`src/rtl/alu_output_stage.sv`:
```
// rtl/alu_output_stage.sv - ALU output stage: optional P/CARRYOUT register, masked pattern detect,
// overflow/underflow flags and auto-reset, configured through a 5-bit serial shift chain.
module alu_output_stage #(
  parameter logic [47:0] PATTERN = 48'h000000000000,
  parameter logic [47:0] MASK    = 48'h3FFFFFFFFFFF
) (
  input  logic        clk,
  input  logic        rst,
  input  logic        CEP,
  input  logic [47:0] S,
  input  logic [3:0]  CARRYOUT_in,
  output logic [47:0] P,
  output logic [3:0]  CARRYOUT,
  output logic        PATTERNDETECT,
  output logic        PATTERNBDETECT,
  output logic        OVERFLOW,
  output logic        UNDERFLOW,
  input  logic        configuration_input,
  input  logic        configuration_enable,
  output logic        configuration_output
);

  logic        preg;
  logic [1:0]  use_simd;
  logic [1:0]  autoreset;

  logic [3:0]  cq;
  logic        pd;
  logic        pbd;

  logic [47:0] p_q;
  logic [3:0]  co_q;
  logic        pd_q;
  logic        pbd_q;
  logic        pd_past;
  logic        pbd_past;

  logic        pd_sel;
  logic        pbd_sel;
  logic        ar_fire;

  // Config chain is independent of rst and CEP; first bit in lands in autoreset[1].
  always_ff @(posedge clk) begin
    if (configuration_enable) begin
      preg      <= configuration_input;
      use_simd  <= {use_simd[0], preg};
      autoreset <= {autoreset[0], use_simd[1]};
    end
  end

  assign configuration_output = autoreset[1];

  always_comb begin
    cq = {CARRYOUT_in[3], 3'b000};
    case (use_simd)
      2'b01:   cq = {CARRYOUT_in[3], 1'b0, CARRYOUT_in[1], 1'b0};
      2'b10:   cq = CARRYOUT_in;
      default: cq = {CARRYOUT_in[3], 3'b000};
    endcase
  end

  assign pd  = &(~(S ^ PATTERN) | MASK);
  assign pbd = &(~(S ^ ~PATTERN) | MASK);

  assign pd_sel  = preg ? pd_q  : pd;
  assign pbd_sel = preg ? pbd_q : pbd;

  // Auto-reset only exists when P is registered; encoding 11 acts as disabled.
  assign ar_fire = preg &&
                   (((autoreset == 2'b01) && pd_q) ||
                    ((autoreset == 2'b10) && !pd_q && pd_past));

  always_ff @(posedge clk) begin
    if (rst) begin
      p_q      <= '0;
      co_q     <= '0;
      pd_q     <= 1'b0;
      pbd_q    <= 1'b0;
      pd_past  <= 1'b0;
      pbd_past <= 1'b0;
    end else if (CEP) begin
      pd_past  <= pd_sel;
      pbd_past <= pbd_sel;
      if (ar_fire) begin
        p_q   <= '0;
        co_q  <= '0;
        pd_q  <= 1'b0;
        pbd_q <= 1'b0;
      end else begin
        p_q   <= S;
        co_q  <= cq;
        pd_q  <= pd;
        pbd_q <= pbd;
      end
    end
  end

  assign P              = preg ? p_q  : S;
  assign CARRYOUT       = preg ? co_q : cq;
  assign PATTERNDETECT  = pd_sel;
  assign PATTERNBDETECT = pbd_sel;

  assign OVERFLOW  = pd_past  & ~pd_sel & ~pbd_sel;
  assign UNDERFLOW = pbd_past & ~pd_sel & ~pbd_sel;

endmodule
```
`config.mk`:
```
export PLATFORM = sky130hd
export DESIGN_NAME = alu_output_stage
export DESIGN_NICKNAME = d
export VERILOG_FILES = /design/src/rtl/alu_output_stage.sv
export SDC_FILE = /design/constraint.sdc
export NUM_CORES = 1
export LEC_CHECK = 0
export CORE_ASPECT_RATIO = 1.1
export CORE_MARGIN = 2
export CORE_UTILIZATION = 44
export CTS_BUF_LIST = sky130_fd_sc_hd__clkbuf_8
export DETAILED_ROUTE_END_ITERATION = 8
export GPL_TIMING_DRIVEN = 0
export PLACE_DENSITY = 0.89
export SLEW_MARGIN = 10
export SYNTH_ARGS = -nofsm -noshare
export SYNTH_HDL_FRONTEND = slang
export SYNTH_SLANG_ARGS = --single-unit
```
`constraint.sdc`:
```
create_clock -name clk -period 1.95 [get_ports clk]
set_clock_uncertainty 0.15 [all_clocks]
set_input_delay 0.195 -clock clk [delete_from_list [all_inputs] [get_ports clk]]
set_output_delay 0.195 -clock clk [all_outputs]
set_load 0.05 [all_outputs]
```
==> results of run 1 <==
==> sequential cells by signal (all words and copies together), names as in the netlist <==
signal and count:
co_q 4, pd_past 1, p_q 48, pbd_q 1, pbd_past 1, pd_q 1, preg 1, use_simd 2
autoreset 2
==> power groups by stage <==
| stage | Combinational, W | Clock, W | Sequential, W |
|---|---|---|---|
| finish | 0.00114 | 0.00112 | 0.00142 |
| global route | 0.00120 | 0.00121 | 0.00143 |
| CTS | 0.00111 | 0.00113 | 0.00142 |
| detailed placement | 0.00117 | 0 | 0.00144 |
| global placement | 0.00116 | 0 | 0.00144 |
| floorplan | 0.000767 | 0 | 0.00143 |
==> layer usage <==
| metal | vias up | routed length (um) | part of all wire |
|---|---|---|---|
| met3 | 14 | 391 | 0.058 |
| li1 | 1093 | - | - |
| met2 | 81 | 3450 | 0.51 |
| met5 | - | 0 | 0 |
| met4 | 0 | 147 | 0.022 |
| met1 | 1076 | 2810 | 0.41 |
==> synthesized netlist by cell type <==
cell / n
nor2_1: 5
and3b_2: 1
ha_1: 2
a22o_1: 11
o21ai_0: 4
clkbuf_2: 1
nor2b_1: 2
nor3b_1: 1
nand3b_1: 1
nand2_1: 8
or3_1: 1
inv_2: 1
edfxtp_1: 5
clkbuf_1: 7
and4bb_4: 1
a22o_2: 40
dlymetal6s2s_1: 2
dfxtp_1: 56
a32o_1: 3
xor2_1: 1
buf_6: 6
inv_1: 2
buf_1: 1
mux2_2: 50
o41ai_4: 1
or3b_2: 1
a311oi_1: 2
buf_2: 1
==> worst max path at each step <==
stage | from | to | slack (ns) | cells past startpoint
after floorplan | preg | CARRYOUT[0] | -0.02 | 4
final | use_simd[0] | CARRYOUT[1] | 0.001 | 5
after CTS | preg | P[10] | -0.04 | 4
after global routing | use_simd[1] | CARRYOUT[1] | -0.09 | 6
after detailed placement | preg | P[12] | -0.59 | 5
after global placement | preg | P[12] | -0.59 | 5
==> critical path, cell delays in order, from the launching register on <==
cell,delay (ns)
edfxtp_1,0.43
inv_2,0.10
ha_4,0.20
nor3b_4,0.22
mux2_4,0.19
buf_8,0.14
==> metrics by stage <==
step | setup WS [ns] | TNS [ns] | area [sq um] | hold WS [ns]
2_1_floorplan | -0.0221 | -1.04 | 2720 | 0.117
3_3_place_gp | -0.593 | -31.24 | 3940 | 0.301
3_5_place_dp | -0.594 | -33.59 | 3940 | 0.305
4_1_cts | -0.0395 | -1.07 | 4000 | 0.00558
5_1_grt | -0.0947 | -0.503 | 4110 | 0.0450
6_report | 0.00109 | 0 | 4110 | 0.0334
==> cells by family after synthesis <==
kind of cell / Yosys count / synth area share
muxes: 50 / 0.207
buffers and inverters: 21 / 0.0529
DFF: 61 / 0.467
and+or+nand+nor: 21 / 0.0432
adders and majority gates: 2 / 0.00919
AOI/OAI and AO/OA: 61 / 0.217
xor gates and xnor gates: 1 / 0.00322
==> repair_timing <==
| action | in CTS | in global routing |
|---|---|---|
| gates cloned | 0 | 2 |
| pin swaps | 1 | 2 |
| endpoints found under the setup margin | 56 | 99 |
| gates resized for setup | 316 | 21 |
| buffers inserted | 3 | 3 |
==> layout make-up <==
cell class / instances / area share
multi-input combinational: 135 / 0.327
sequential: 61 / 0.309
timing repair buffer: 120 / 0.243
buffer: 18 / 0.0448
clock buffer: 10 / 0.0335
tap: 80 / 0.0244
clock inverter: 6 / 0.0149
inverter: 3 / 0.00274
==> flow_summary.json, run 1 <==
{
  "yosysWarningCount": 0,
  "switchingPower_w": 0.00123,
  "use_met2": 0.335,
  "cts_tree": "done",
  "io_pins": 114,
  "synth_cell_types": 28,
  "synth_area_sq_um": 2720,
  "finalCritPeriodShare": 0.999,
  "remaining_drc_errors": 0,
  "power.leakage_nw": 1.83,
  "clockBufferDepth": 2,
  "status": "complete, no violations",
  "gp_congestion": 0.818,
  "slew_headroom": 0.665,
  "die_x_um": 79.0,
  "synth_largest_area_cell": "dfxtp_1",
  "ys_top_cells_by_area": "dfxtp_1, mux2_2, a22o_2",
  "cts_root_buffer": "clkbuf_8",
  "drive_above_1_share": 0.552,
  "rrSetupSlack_ns": 0.10,
  "die-area_sq_um": 6830,
  "p_clk_frac": 0.304,
  "portBuffers": 112,
  "crit_path_start_kind": "flop",
  "critPathMaxFanout": 3,
  "design.core.area_sq_um": 6080,
  "top_usage_layer": "met2",
  "hold_buffers": 0,
  "swShare": 0.333,
  "n_fill_cell": 502,
  "grt_use_met1": 0.237,
  "cts.sink_count": 61,
  "cts_buffers": 9,
  "ys_ff_latch": 61,
  "wl_mm": 6.79,
  "p_per_area_nw_per_um2": 896,
  "synth_area_per_cell_sq_um": 12.5,
  "yosysSeqAreaShare": 0.467,
  "hold_path_depth": 2,
  "crit_path_end_kind": "output pin",
  "hold_end": "pbd_past",
  "syn-instance-count": 217,
  "final_cell_mix": "dfxtp_1, clkdlybuf4s50_1, mux2_2",
  "initial_core_util": 0.448,
  "seqCellArea_sq_um": 1270,
  "syn_nets": 276,
  "syn_to_final_growth_pct": 51.0,
  "path_class": "flop to output pin",
  "grt_pass1_vias": 2193,
  "grt_max_degree": 12,
  "crit_arrival_ns": 1.60,
  "final_util": 0.676,
  "drt-pass1-iter-count": 6,
  "worst_slew_pin_slew_ns": 0.501,
  "clk_latency_ns": 0.33,
  "yosysTopAreaCellShare": 0.412,
  "hold_class": "primary input to flop",
  "min_period_ns": 1.95,
  "setup_viol": 0,
  "r2r-start": "preg",
  "worstReg2RegEnd": "p_q[32]",
  "dp_cells": 409,
  "routedWlPerCell_um": 15.7,
  "critPathRequiredTime_ns": 1.60,
  "drv_cap": 0,
  "multi_input_area_sq_um": 1350,
  "fp-row-count": 30,
  "clkSlewWorstSetupHoldPaths_ns": 0.07,
  "layout.nets": 407,
  "hold_start": "CEP",
  "peakVddDrop_mv": 0.719,
  "place.detailed.hpwl_mm": 4.79,
  "die_y_um": 86.5,
  "rsz0062_at_grt": "yes",
  "antenna_cells": 0,
  "grt_overflow_total": 0,
  "grt_pass1_wl_mm": 10.6,
  "viasPerCell": 5.23,
  "power_w": 0.00368,
  "globalRouteTotalUtil": 0.198,
  "antenna_found_initial": 0,
  "pwr-share-comb": 0.311,
  "finalNonFillerCells": 433,
  "seq_power_share": 0.385,
  "drt.antenna.violating_nets": 0,
  "dr.first_iter.drc_count": 70,
  "fmax_ghz": 0.513,
  "hold_violations": 0,
  "grt_use_met3": 0.0552,
  "rr_worst_depth": 6,
  "p_int_w": 0.00246,
  "final_max_slew_viol_count": 0,
  "vias": 2264,
  "htreeDepth": 3
}
Note: power is estimated with default switching activity, not from simulation.
==> inputs of run 2 (changes only) <==
--- a/config.mk
+++ b/config.mk
@@ -10,6 +10,7 @@
 export CORE_UTILIZATION = 44
 export CTS_BUF_LIST = sky130_fd_sc_hd__clkbuf_8
 export DETAILED_ROUTE_END_ITERATION = 8
+export GPL_ROUTABILITY_DRIVEN = 0
 export GPL_TIMING_DRIVEN = 0
 export PLACE_DENSITY = 0.89
 export SLEW_MARGIN = 10
==> results of run 2 <==
Same layout as run 1: the final DEF is identical, and so are final timing and power.
